<file path="src/rtl/vmem_leak_engine_pkg.sv">
`default_nettype none
// ============================================================================
// Module   : vmem_leak_pkg
// Brief    : Shared state encoding, Q-format defaults and saturation limits
//            for the membrane leak engine.
// Revision : 1.0
// ============================================================================
package vmem_leak_pkg;

    localparam int DEF_INTEGER_WIDTH   = 32;
    localparam int DEF_DATA_WIDTH_FRAC = 32;
    localparam int DEF_DATA_WIDTH      = DEF_INTEGER_WIDTH + DEF_DATA_WIDTH_FRAC;
    localparam int DEF_DELTAT_WIDTH    = 4;
    localparam int DEF_NEURON_ID_WIDTH = 8;
    localparam int MAX_DATA_WIDTH      = 256;

    typedef enum logic [2:0] {
        IDLE = 3'd0,
        MULT = 3'd1,
        DIV  = 3'd2,
        ADD  = 3'd3,
        DONE = 3'd4
    } state_t;

    // Most positive (negative=0) or most negative (negative=1) value of a
    // width-bit two's-complement word, returned right-aligned.
    function automatic logic [MAX_DATA_WIDTH-1:0] sat_limit(input int width, input logic negative);
        logic [MAX_DATA_WIDTH-1:0] v;
        v = '0;
        for (int i = 0; i < MAX_DATA_WIDTH; i++) begin
            if (i < width - 1) begin
                v[i] = ~negative;
            end else if (i == width - 1) begin
                v[i] = negative;
            end
        end
        return v;
    endfunction

endpackage
`default_nettype wire

</file>
<file path="src/rtl/vmem_leak_engine_if.sv">
`default_nettype none
// ============================================================================
// Module   : vmem_leak_engine_if
// Brief    : Request/result handshake bundle of the membrane leak engine.
// Revision : 1.0
// ============================================================================
interface vmem_leak_engine_if import vmem_leak_pkg::*; #(
    parameter int INTEGER_WIDTH   = DEF_INTEGER_WIDTH,
    parameter int DATA_WIDTH_FRAC = DEF_DATA_WIDTH_FRAC,
    parameter int DATA_WIDTH      = INTEGER_WIDTH + DATA_WIDTH_FRAC,
    parameter int DELTAT_WIDTH    = DEF_DELTAT_WIDTH,
    parameter int NEURON_ID_WIDTH = DEF_NEURON_ID_WIDTH
);
    logic                       InValid;
    logic                       InReady;
    logic [NEURON_ID_WIDTH-1:0] NeuronID;
    logic [INTEGER_WIDTH-1:0]   Vrest;
    logic [DATA_WIDTH-1:0]      Vmem;
    logic [DELTAT_WIDTH-1:0]    DeltaT;
    logic [INTEGER_WIDTH-1:0]   Taumem;
    logic                       OutValid;
    logic                       OutReady;
    logic [NEURON_ID_WIDTH-1:0] OutNeuronID;
    logic [DATA_WIDTH-1:0]      VmemOut;
    logic                       DivByZero;
    logic                       Saturated;

    modport slave (
        input  InValid, NeuronID, Vrest, Vmem, DeltaT, Taumem, OutReady,
        output InReady, OutValid, OutNeuronID, VmemOut, DivByZero, Saturated
    );

    modport master (
        output InValid, NeuronID, Vrest, Vmem, DeltaT, Taumem, OutReady,
        input  InReady, OutValid, OutNeuronID, VmemOut, DivByZero, Saturated
    );
endinterface
`default_nettype wire

</file>
<file path="src/rtl/vmem_leak_engine_divider.sv">
`default_nettype none
// ============================================================================
// Module   : seq_signed_divider
// Brief    : Sign-magnitude restoring divider, one quotient bit per cycle,
//            truncating toward zero.
// Revision : 1.0
// ============================================================================
module seq_signed_divider #(
    parameter int DIVIDEND_WIDTH = 64,
    parameter int DIVISOR_WIDTH  = 32
) (
    input  wire logic                      clk,
    input  wire logic                      rst,
    input  wire logic                      i_start,
    input  wire logic [DIVIDEND_WIDTH-1:0] i_dividend,
    input  wire logic [DIVISOR_WIDTH-1:0]  i_divisor,
    output logic                           o_busy,
    output logic                           o_done,
    output logic [DIVIDEND_WIDTH-1:0]      o_quotient
);
    localparam int CNT_WIDTH = (DIVIDEND_WIDTH > 1) ? $clog2(DIVIDEND_WIDTH) : 1;
    localparam logic [CNT_WIDTH-1:0] C_LAST = CNT_WIDTH'(DIVIDEND_WIDTH - 1);

    logic                      r_busy_q, w_busy_d;
    logic [CNT_WIDTH-1:0]      r_cnt_q, w_cnt_d;
    logic [DIVIDEND_WIDTH-1:0] r_quo_q, w_quo_d;
    logic [DIVISOR_WIDTH-1:0]  r_rem_q, w_rem_d;
    logic [DIVISOR_WIDTH-1:0]  r_dsr_q, w_dsr_d;
    logic                      r_neg_q, w_neg_d;
    logic [DIVISOR_WIDTH:0]    w_shifted, w_diff;
    logic                      w_fits;

    // r_quo_q shifts the dividend magnitude out of its top while quotient
    // bits enter at the bottom.
    assign w_shifted = {r_rem_q, r_quo_q[DIVIDEND_WIDTH-1]};
    assign w_fits    = (w_shifted >= {1'b0, r_dsr_q});
    assign w_diff    = w_shifted - {1'b0, r_dsr_q};

    always_comb begin
        w_busy_d = r_busy_q;
        w_cnt_d  = r_cnt_q;
        w_quo_d  = r_quo_q;
        w_rem_d  = r_rem_q;
        w_dsr_d  = r_dsr_q;
        w_neg_d  = r_neg_q;
        if (i_start && !r_busy_q) begin
            w_busy_d = 1'b1;
            w_cnt_d  = '0;
            w_rem_d  = '0;
            w_quo_d  = i_dividend[DIVIDEND_WIDTH-1] ? -i_dividend : i_dividend;
            w_dsr_d  = i_divisor[DIVISOR_WIDTH-1] ? -i_divisor : i_divisor;
            w_neg_d  = i_dividend[DIVIDEND_WIDTH-1] ^ i_divisor[DIVISOR_WIDTH-1];
        end else if (r_busy_q) begin
            w_rem_d = w_fits ? DIVISOR_WIDTH'(w_diff) : DIVISOR_WIDTH'(w_shifted);
            w_quo_d = {r_quo_q[DIVIDEND_WIDTH-2:0], w_fits};
            w_cnt_d = r_cnt_q + 1'b1;
            if (r_cnt_q == C_LAST) begin
                w_busy_d = 1'b0;
            end
        end
    end

    always_ff @(posedge clk) begin
        if (rst) begin
            r_busy_q <= 1'b0;
            r_cnt_q  <= '0;
            r_quo_q  <= '0;
            r_rem_q  <= '0;
            r_dsr_q  <= '0;
            r_neg_q  <= 1'b0;
        end else begin
            r_busy_q <= w_busy_d;
            r_cnt_q  <= w_cnt_d;
            r_quo_q  <= w_quo_d;
            r_rem_q  <= w_rem_d;
            r_dsr_q  <= w_dsr_d;
            r_neg_q  <= w_neg_d;
        end
    end

    // o_done marks the final iteration; o_quotient is valid from the next cycle.
    assign o_busy     = r_busy_q;
    assign o_done     = r_busy_q && (r_cnt_q == C_LAST);
    assign o_quotient = r_neg_q ? -r_quo_q : r_quo_q;

endmodule
`default_nettype wire

</file>
<file path="src/rtl/vmem_leak_engine.sv">
`default_nettype none
// ============================================================================
// Module   : vmem_leak_engine
// Brief    : Fixed-point membrane leak update
//            VmemOut = Vmem + ((Vrest<<FRAC) - Vmem) * DeltaT / Taumem.
// Revision : 1.0
// ============================================================================
module vmem_leak_engine import vmem_leak_pkg::*; #(
    parameter int INTEGER_WIDTH   = DEF_INTEGER_WIDTH,
    parameter int DATA_WIDTH_FRAC = DEF_DATA_WIDTH_FRAC,
    parameter int DATA_WIDTH      = INTEGER_WIDTH + DATA_WIDTH_FRAC,
    parameter int DELTAT_WIDTH    = DEF_DELTAT_WIDTH,
    parameter int NEURON_ID_WIDTH = DEF_NEURON_ID_WIDTH,
    parameter int SATURATE        = 1
) (
    input wire logic          Clock,
    input wire logic          Reset,
    vmem_leak_engine_if.slave io_bus
);
    localparam int PROD_WIDTH = 2 * DATA_WIDTH;
    localparam int C_DT_SHIFT = DATA_WIDTH_FRAC - DELTAT_WIDTH;
    localparam logic [DATA_WIDTH-1:0] C_SAT_MAX = DATA_WIDTH'(sat_limit(DATA_WIDTH, 1'b0));
    localparam logic [DATA_WIDTH-1:0] C_SAT_MIN = DATA_WIDTH'(sat_limit(DATA_WIDTH, 1'b1));

    state_t                     r_state_q, w_state_d;
    logic [NEURON_ID_WIDTH-1:0] r_nid_q, w_nid_d;
    logic [INTEGER_WIDTH-1:0]   r_vrest_q, w_vrest_d;
    logic [INTEGER_WIDTH-1:0]   r_tau_q, w_tau_d;
    logic [DATA_WIDTH-1:0]      r_vmem_q, w_vmem_d;
    logic [DELTAT_WIDTH-1:0]    r_dt_q, w_dt_d;
    logic [DATA_WIDTH-1:0]      r_vmem_out_q, w_vmem_out_d;
    logic                       r_dbz_q, w_dbz_d;
    logic                       r_sat_q, w_sat_d;

    logic [DATA_WIDTH-1:0]        w_v1, w_dt_fx, w_prod, w_div_quot, w_quot, w_sum;
    logic signed [PROD_WIDTH-1:0] w_prod_full;
    logic                         w_tau_zero, w_div_start, w_div_busy, w_div_done, w_ovf;

    assign w_tau_zero  = (r_tau_q == '0);
    assign w_v1        = DATA_WIDTH'({r_vrest_q, {DATA_WIDTH_FRAC{1'b0}}}) - r_vmem_q;
    assign w_dt_fx     = DATA_WIDTH'(r_dt_q) << C_DT_SHIFT;
    assign w_prod_full = PROD_WIDTH'($signed(w_v1)) * PROD_WIDTH'($signed(w_dt_fx));
    assign w_prod      = DATA_WIDTH'(w_prod_full >>> DATA_WIDTH_FRAC);

    // The product is registered by the divider itself on the MULT edge.
    assign w_div_start = (r_state_q == MULT) && !w_tau_zero && !w_div_busy;

    seq_signed_divider #(
        .DIVIDEND_WIDTH (DATA_WIDTH),
        .DIVISOR_WIDTH  (INTEGER_WIDTH)
    ) u_divider (
        .clk        (Clock),
        .rst        (Reset),
        .i_start    (w_div_start),
        .i_dividend (w_prod),
        .i_divisor  (r_tau_q),
        .o_busy     (w_div_busy),
        .o_done     (w_div_done),
        .o_quotient (w_div_quot)
    );

    assign w_quot = w_tau_zero ? '0 : w_div_quot;
    assign w_sum  = r_vmem_q + w_quot;
    assign w_ovf  = (r_vmem_q[DATA_WIDTH-1] == w_quot[DATA_WIDTH-1]) &&
                    (w_sum[DATA_WIDTH-1] != r_vmem_q[DATA_WIDTH-1]);

    always_comb begin
        w_state_d    = r_state_q;
        w_nid_d      = r_nid_q;
        w_vrest_d    = r_vrest_q;
        w_tau_d      = r_tau_q;
        w_vmem_d     = r_vmem_q;
        w_dt_d       = r_dt_q;
        w_vmem_out_d = r_vmem_out_q;
        w_dbz_d      = r_dbz_q;
        w_sat_d      = r_sat_q;
        case (r_state_q)
            IDLE: begin
                if (io_bus.InValid) begin
                    w_nid_d   = io_bus.NeuronID;
                    w_vrest_d = io_bus.Vrest;
                    w_tau_d   = io_bus.Taumem;
                    w_vmem_d  = io_bus.Vmem;
                    w_dt_d    = io_bus.DeltaT;
                    w_state_d = MULT;
                end
            end
            MULT: w_state_d = w_tau_zero ? ADD : DIV;
            DIV: begin
                if (w_div_done) begin
                    w_state_d = ADD;
                end
            end
            ADD: begin
                w_dbz_d = w_tau_zero;
                if (w_ovf && (SATURATE != 0)) begin
                    w_vmem_out_d = r_vmem_q[DATA_WIDTH-1] ? C_SAT_MIN : C_SAT_MAX;
                    w_sat_d      = 1'b1;
                end else begin
                    w_vmem_out_d = w_sum;
                    w_sat_d      = 1'b0;
                end
                w_state_d = DONE;
            end
            DONE: begin
                if (io_bus.OutReady) begin
                    w_state_d = IDLE;
                end
            end
            default: w_state_d = IDLE;
        endcase
    end

    always_ff @(posedge Clock) begin
        if (Reset) begin
            r_state_q    <= IDLE;
            r_nid_q      <= '0;
            r_vrest_q    <= '0;
            r_tau_q      <= '0;
            r_vmem_q     <= '0;
            r_dt_q       <= '0;
            r_vmem_out_q <= '0;
            r_dbz_q      <= 1'b0;
            r_sat_q      <= 1'b0;
        end else begin
            r_state_q    <= w_state_d;
            r_nid_q      <= w_nid_d;
            r_vrest_q    <= w_vrest_d;
            r_tau_q      <= w_tau_d;
            r_vmem_q     <= w_vmem_d;
            r_dt_q       <= w_dt_d;
            r_vmem_out_q <= w_vmem_out_d;
            r_dbz_q      <= w_dbz_d;
            r_sat_q      <= w_sat_d;
        end
    end

    assign io_bus.InReady     = (r_state_q == IDLE);
    assign io_bus.OutValid    = (r_state_q == DONE);
    assign io_bus.OutNeuronID = r_nid_q;
    assign io_bus.VmemOut     = r_vmem_out_q;
    assign io_bus.DivByZero   = r_dbz_q;
    assign io_bus.Saturated   = r_sat_q;

endmodule
`default_nettype wire

</file>
<file path="src/flat_wrapper.sv">
// flat-port wrapper written by rule: the top's interface ports become plain ports
module vmem_leak_engine_flat import vmem_leak_pkg::*;
#(
    parameter int INTEGER_WIDTH   = DEF_INTEGER_WIDTH,
    parameter int DATA_WIDTH_FRAC = DEF_DATA_WIDTH_FRAC,
    parameter int DATA_WIDTH      = INTEGER_WIDTH + DATA_WIDTH_FRAC,
    parameter int DELTAT_WIDTH    = DEF_DELTAT_WIDTH,
    parameter int NEURON_ID_WIDTH = DEF_NEURON_ID_WIDTH,
    parameter int SATURATE        = 1
)
  (Clock, Reset, io_bus_InValid, io_bus_NeuronID, io_bus_Vrest, io_bus_Vmem, io_bus_DeltaT, io_bus_Taumem, io_bus_OutReady, io_bus_InReady, io_bus_OutValid, io_bus_OutNeuronID, io_bus_VmemOut, io_bus_DivByZero, io_bus_Saturated);
  vmem_leak_engine_if #(.INTEGER_WIDTH(INTEGER_WIDTH), .DATA_WIDTH_FRAC(DATA_WIDTH_FRAC), .DATA_WIDTH(DATA_WIDTH), .DELTAT_WIDTH(DELTAT_WIDTH), .NEURON_ID_WIDTH(NEURON_ID_WIDTH)) io_bus_i ();
  input wire logic Clock;
  input wire logic Reset;
  input wire logic [$bits(io_bus_i.InValid)-1:0] io_bus_InValid;
  input wire logic [$bits(io_bus_i.NeuronID)-1:0] io_bus_NeuronID;
  input wire logic [$bits(io_bus_i.Vrest)-1:0] io_bus_Vrest;
  input wire logic [$bits(io_bus_i.Vmem)-1:0] io_bus_Vmem;
  input wire logic [$bits(io_bus_i.DeltaT)-1:0] io_bus_DeltaT;
  input wire logic [$bits(io_bus_i.Taumem)-1:0] io_bus_Taumem;
  input wire logic [$bits(io_bus_i.OutReady)-1:0] io_bus_OutReady;
  output wire logic [$bits(io_bus_i.InReady)-1:0] io_bus_InReady;
  output wire logic [$bits(io_bus_i.OutValid)-1:0] io_bus_OutValid;
  output wire logic [$bits(io_bus_i.OutNeuronID)-1:0] io_bus_OutNeuronID;
  output wire logic [$bits(io_bus_i.VmemOut)-1:0] io_bus_VmemOut;
  output wire logic [$bits(io_bus_i.DivByZero)-1:0] io_bus_DivByZero;
  output wire logic [$bits(io_bus_i.Saturated)-1:0] io_bus_Saturated;
  assign io_bus_i.InValid = io_bus_InValid;
  assign io_bus_i.NeuronID = io_bus_NeuronID;
  assign io_bus_i.Vrest = io_bus_Vrest;
  assign io_bus_i.Vmem = io_bus_Vmem;
  assign io_bus_i.DeltaT = io_bus_DeltaT;
  assign io_bus_i.Taumem = io_bus_Taumem;
  assign io_bus_i.OutReady = io_bus_OutReady;
  assign io_bus_InReady = io_bus_i.InReady;
  assign io_bus_OutValid = io_bus_i.OutValid;
  assign io_bus_OutNeuronID = io_bus_i.OutNeuronID;
  assign io_bus_VmemOut = io_bus_i.VmemOut;
  assign io_bus_DivByZero = io_bus_i.DivByZero;
  assign io_bus_Saturated = io_bus_i.Saturated;
  vmem_leak_engine #(.INTEGER_WIDTH(INTEGER_WIDTH), .DATA_WIDTH_FRAC(DATA_WIDTH_FRAC), .DATA_WIDTH(DATA_WIDTH), .DELTAT_WIDTH(DELTAT_WIDTH), .NEURON_ID_WIDTH(NEURON_ID_WIDTH), .SATURATE(SATURATE)) u_core (.Clock(Clock), .Reset(Reset), .io_bus(io_bus_i));
endmodule
</file>
<file path="config.mk">
export PLATFORM = sky130hd
export DESIGN_NAME = vmem_leak_engine_flat
export DESIGN_NICKNAME = d
export VERILOG_FILES = /design/src/rtl/vmem_leak_engine_pkg.sv /design/src/rtl/vmem_leak_engine_if.sv /design/src/rtl/vmem_leak_engine_divider.sv /design/src/rtl/vmem_leak_engine.sv /design/src/flat_wrapper.sv
export SDC_FILE = /design/constraint.sdc
export NUM_CORES = 2
export LEC_CHECK = 0
export CORE_AREA = 10 10 265 267
export DETAILED_ROUTE_END_ITERATION = 6
export DIE_AREA = 0 0 275 277
export MAX_ROUTING_LAYER = met4
export PLACE_DENSITY = 0.83
export REMOVE_ABC_BUFFERS = 1
export SLEW_MARGIN = 20
export SYNTH_ARGS = -nofsm -noshare
export SYNTH_HDL_FRONTEND = slang
export SYNTH_HIERARCHICAL = 1
export SYNTH_SLANG_ARGS = --single-unit
</file>
<file path="constraint.sdc">
create_clock -name Clock -period 13.55 [get_ports Clock]
set_input_delay 4.065 -clock Clock [delete_from_list [all_inputs] [get_ports Clock]]
set_output_delay 4.065 -clock Clock [all_outputs]
set_load 0.02 [all_outputs]
</file>
[Word level (Yosys, flattened, before mapping)]
Index checks and enable logic that the tools add are counted.
Cells by class
  add/subtract/negate cells: 7
  multiply operators: 1
  divide/modulo/power cells: 0
  order comparisons: 1
  eq/ne operators: 10
  shifts and indexed selects: 0
  muxes and demuxes: 18
  bitwise operators: 1
  reduce and logical (&&, ||, !) cells: 13
Operator list (number)
  $mux W64: 7
  $neg A64 Y64: 2
  $mul A64 B5 Y68: 1
  $add A64 B64 Y64: 1
  $mux W32: 2
  $sub A64 B64 Y64: 1
  $ge A33 B32 Y1: 1
  $logic_not A32 Y1: 1
  $neg A32 Y32: 1
  $sub A32 B32 Y32: 1
  $pmux W3 S5: 1
  $mux W3: 3
  $add A6 B1 Y6 const B: 1
  $eq A3 B2 Y1 const B: 2
  $eq A6 B6 Y1 const B: 1
  $ne A2 B2 Y1 const B: 3
  $logic_and A1 B1 Y1: 5
  $mux W1: 5
  $eq A3 B1 Y1 const B: 1
  $eq A3 B3 Y1 const B: 1
  $logic_not A3 Y1: 1
  $reduce_and A3 Y1: 1
  $logic_not A1 Y1: 2
  $reduce_and A2 Y1: 1
  5 further kinds: 5
Storage, ports and cells
  register bits: 345
  latch bits: 0
  bits in writable memories: 0
  ROM bits: 0
  input bits: 144
  word-level logic and storage cells: 66
  memories: 0

[Logic depth before layout (Yosys ltp)]
  depth after elaboration: 7
  gate-level depth with buffers: 36
  mapped depth without buffers: 35

[Cells and area by module]
The synthesis kept the hierarchy.
Modules (own cells, without submodules)
  vmem_leak_engine: instances 1, cells an instance 3205, area an instance 23403.7 um^2, seq. area each 4184.0 um^2
  seq_signed_divider: instances 1, cells an instance 1420, area an instance 10628.9 um^2, seq. area each 2722.6 um^2

[Worst setup path before layout]
No wires, ideal clock.
  kind: reg2reg
  from: register u_core.r_vmem_q[10]
  to: register u_core.u_divider.r_quo_q[52]
  setup time: 0.070 ns
  arrival: 8.302 ns
  data required time: 13.480 ns
  slack: 5.178 ns
  cell stages (with the launch flop): 31
  buffers on the path: 1
  period minus slack after synthesis: 8.372 ns
  cells stage by stage: dfxtp_1 or4_4 nand4b_4 or3_1 or3b_2 xor2_1 and2_1 ha_1 inv_1 fa_1 inv_1 fa_1 ha_1 clkbuf_1 nand4_1 or3_1 a211oi_1 nor3_1 o21ai_0 nand3_1 o21ai_0 xor2_1 or4_4 or4_4 or3_4 nor4b_4 nand2_4 o41ai_2 xor2_1 a211o_1 a21oi_1
On the way
  longest elaborated chain between the ends: 5
Ends and longest elaborated chain
  start: declaration: RTL line vmem_leak_engine.sv:29  | logic [DATA_WIDTH-1:0] r_vmem_q, w_vmem_d;
  start signal: assignment: RTL line vmem_leak_engine.sv:130  | r_vmem_q <= w_vmem_d;
  $sub A64 B64 Y64: RTL line vmem_leak_engine.sv:40  | assign w_v1 = DATA_WIDTH'({r_vrest_q, {DATA_WIDTH_FRAC{1'b0}}}) - r_vmem_q;
  $mul A64 B5 Y68: RTL line vmem_leak_engine.sv:42  | assign w_prod_full = PROD_WIDTH'($signed(w_v1)) * PROD_WIDTH'($signed(w_dt_fx));
  via u_core.w_prod_full[68]: RTL line vmem_leak_engine.sv:36  | logic signed [PROD_WIDTH-1:0] w_prod_full;
  $neg A64 Y64: RTL line vmem_leak_engine_divider.sv:50  | w_quo_d = i_dividend[DIVIDEND_WIDTH-1] ? -i_dividend : i_dividend;
  $mux W64: RTL line vmem_leak_engine_divider.sv:50
  $mux W64: RTL line vmem_leak_engine_divider.sv:46  | if (i_start && !r_busy_q) begin
  end signal: assignment: RTL line vmem_leak_engine_divider.sv:74  | r_quo_q <= w_quo_d;
  end: declaration: RTL line vmem_leak_engine_divider.sv:26  | logic [DIVIDEND_WIDTH-1:0] r_quo_q, w_quo_d;
The timed path passes the listed nets, and every way through them passes these cells.
A chain may end at the register's enable or synchronous reset.

[Final worst setup path]
  from: register u_core.r_vmem_q[21]
  to: register u_core.u_divider.r_quo_q[62]
The elaborated chain is that of the path after synthesis.

==> impl_metrics.yaml <==
finish:
  layout.nets: 5193
  finish.utilization_pct: 58.2
  fin_cells: 5551
  drive_above_1_share_pct: 3.54
  area_growth_pct: 11.5
timing:
  hold_violations: 0
  max_slew_margin_pct: 26.7
  fin_skew_ns: 0.0246
  setup_viol: 0
  setup_ws_ns: 3.98
  slew_viol_final: 0
  fin_tns_setup_ns: 0
  fmax_mhz: 105
  rsz0062_at_grt: "false"
  min_period_ns: 9.57
  finalCritPeriodShare_pct: 70.6
  tightestPinTransition_ns: 1.09
drt:
  num_vias: 32800
  routed_wl_um: 99300
  drc: 3
  antenna_left: 0
  via_per_inst: 5.91
  drt_first_pass_iters: 7
  wl_per_cell_um: 17.9
  drt_iter0_markers: 2907
critical_path:
  cpMaxStageDelayCell: "a2111oi_0"
  cp_slowest_stage_delay_ns: 0.70
  end_kind: "register"
  path_buf_inv: 2
  worstPathRequired_ns: 13.99
  worstPathMaxFanout: 9
  startpoint_type: "register"
  arrival_ns: 10.00
  path_class: "register to register"
  cp_top_family: "simple AND/OR/NAND/NOR gates"
floorplan:
  start_util_pct: 52.2
  fp-row-count: 94
  die_height_um: 277
  core_mm2: 0.0652
  die_w_um: 275
  dieArea_mm2: 0.0762
  pin_count: 220
placed_design:
  hpwl_um: 76600
  post-place-ws_ns: 4.18
  port_buffers: 219
  place_congestion: 0.993
  numPlacedInstances: 5479
cts:
  clkTransAtPathRegs_ns: 0.06
  cts_buffer_depth: 3
  cts_sinks: 345
  cts_tree: "built"
  h-tree-depth: 2
  cts_hold_buf: 0
  postCtsSetupBuffers: 0
  numCtsBuffers: 41
  cts-resized-gates: 0
  clk_latency_ns: 0.59
  cts-root-buf: "clkbuf_16"
synth:
  synth.top_cell.area_share_pct: 20.3
  ys_seq_area_share_pct: 20.3
  syn-cell-area_mm2: 0.0340
  ys_types: 82
  synth_edf_count: 0
  syn_inst: 4625
  synth-seq-cells: 345
  ys.warnings.count: 6
  synth.largest_area_cell: "dfxtp_1"
  synth_top_flop_cell: "dfxtp_1"
  synth.area.top_cells: "dfxtp_1 (20%), ha_1 (9.6%), fa_1 (7.6%)"
  syn-mean-instance-area_um2: 7.36
  ys_async_sr_fraction_pct: 0
power:
  switchingPower_mw: 2.22
  swShare_pct: 45.0
  seqPwrFrac_pct: 24.6
  p_per_area_mw_per_mm2: 130
  peakVddDrop_mv: 0.0952
  pwr-share-comb_pct: 52.8
  internal-power_mw: 2.72
  p_leak_nw: 16.3
  p_clk_share_pct: 22.6
global_route:
  grt_usage_pct: 25.8
  grt_max_degree: 177
  gr-usage-met2_pct: 40.5
  grtUsageMet1_pct: 34.0
  gr-usage-met3_pct: 2.98
  grt_pass1_vias: 30800
  grt_pass1_wl_um: 160000
  grt-busiest-layer: "met2"
  overflow: 0
  antenna_found_initial: 1
worst_hold_path:
  hp-class: "register to register"
status:
  violations: "design-rule violations"
  status: "finished, violations left"
flow_run:
  max-cap-violations: 0
[sequential cells by signal (all words and copies together), names as in the netlist]
signal / flops
u_core/u_divider/r_rem_q: 32
u_core/r_tau_q: 32
u_core/r_dt_q: 4
u_core/u_divider/r_neg_q: 1
u_core/io_bus.DivByZero: 1
u_core/io_bus.VmemOut: 64
u_core/u_divider/r_dsr_q: 32
u_core/io_bus.OutNeuronID: 8
u_core/u_divider/r_cnt_q: 6
u_core/r_state_q: 3
u_core/r_vrest_q: 32
u_core/u_divider/o_busy: 1
u_core/io_bus.Saturated: 1
u_core/r_vmem_q: 64
u_core/u_divider/r_quo_q: 64
[layout make-up]
class	count	area, um^2
sequential	345	6910
clock buffer	55	1130
antenna	1	2.50
inverter	388	1460
clock inverter	16	214
fill	5936	27200
timing repair buffer	242	2380
tap	864	1080
multi-input combinational	3640	24800
[worst paths after layout]
check                               start  cells after the start  slack [ns]                            to
max                   u_core/r_vmem_q[21]                     32        3.98  u_core/u_divider/r_quo_q[62]
min          u_core/io_bus.OutNeuronID[6]                      2        0.45  u_core/io_bus.OutNeuronID[6]
min reg2reg  u_core/io_bus.OutNeuronID[6]                      2        0.45  u_core/io_bus.OutNeuronID[6]
max reg2reg           u_core/r_vmem_q[21]                     32        3.98  u_core/u_divider/r_quo_q[62]
[per-layer routing]
metal | wire length, um | part of all wire [%]
met1 | 44100 | 44
met2 | 45000 | 45
met3 | 6890 | 6.9
met4 | 3330 | 3.4
met5 | 0 | 0
[worst reg2reg max path, delay by kind of cell (launching register included)]
family,cells,cell delay [ns]
and+or+nand+nor,15,4.86
AOI/OAI and AO/OA,8,1.87
adders and majority gates,4,1.77
DFF,1,0.43
xor gates and xnor gates,2,0.26
muxes,1,0.14
buffers and inverters,2,0.09
[cell usage in the layout, fill, tap and decap left out, types with 66 or more instances in the layout]
cell type	synthesis	final
nand2_1	624	623
nor2_1	327	324
a211oi_1	81	81
nor2b_1	94	93
clkdlybuf4s50_1	0	218
fa_1	129	129
nand3_1	66	66
ha_1	262	262
dfxtp_1	345	341
a21o_1	84	84
a21oi_1	448	448
inv_1	388	388
nor3_1	116	116
o21ai_0	204	204
xor2_1	162	162
and2_1	174	173
xnor2_1	190	189
[metrics by stage]
stage	area [um^2]	hold slack (ns)	power [mW]
CTS	38000	0.454	4.92
global route	38000	0.473	5.29
floorplan	33100	0.434	3.15
detailed placement	36600	0.446	3.78
finish	38000	0.452	4.94
global placement	36600	0.441	3.74
[power groups by stage]
stage / clock network [mW] / logic [mW] / registers [mW]
after floorplan: 0 / 1.94 / 1.22
after global placement: 0 / 2.51 / 1.23
after detailed placement: 0 / 2.55 / 1.23
after CTS: 1.14 / 2.57 / 1.21
after global routing: 1.18 / 2.89 / 1.23
final: 1.12 / 2.61 / 1.22
[Yosys cell counts, types with 6 or more instances]
cell	instances
o41ai_2	7
a21boi_0	13
nand4b_1	7
nand4_1	61
nor3b_1	8
xnor2_1	190
o221ai_1	13
inv_1	388
o211ai_1	26
o31ai_1	60
and2_1	174
ha_1	262
a211o_1	13
dfxtp_1	345
a21o_1	84
buf_2	6
a31oi_1	60
fa_1	129
a211oi_1	81
nor2b_1	94
nor2_1	327
and3_1	28
nand3_1	66
o22ai_1	26
o21ai_0	204
xor2_1	162
nand2b_1	28
nand3b_1	22
o21a_1	28
a31o_2	9
a2111oi_0	6
nor4_1	32
o31a_1	6
nor3_1	116
o41ai_1	21
clkbuf_1	240
mux2i_1	10
nand2_1	624
a21oi_1	448
or4_1	22
or3_1	47
o21bai_1	28
or2_2	24
[logic make-up after synthesis]
logic type / share of synthesized area (%)
xor+xnor: 9.11
mux: 0.327
fa+ha+maj: 17.2
buf+inv: 7.09
simple gates: 24.4
flops: 20.3
compound gates: 21.6
No activity file was read; power rests on OpenSTA's default activity.
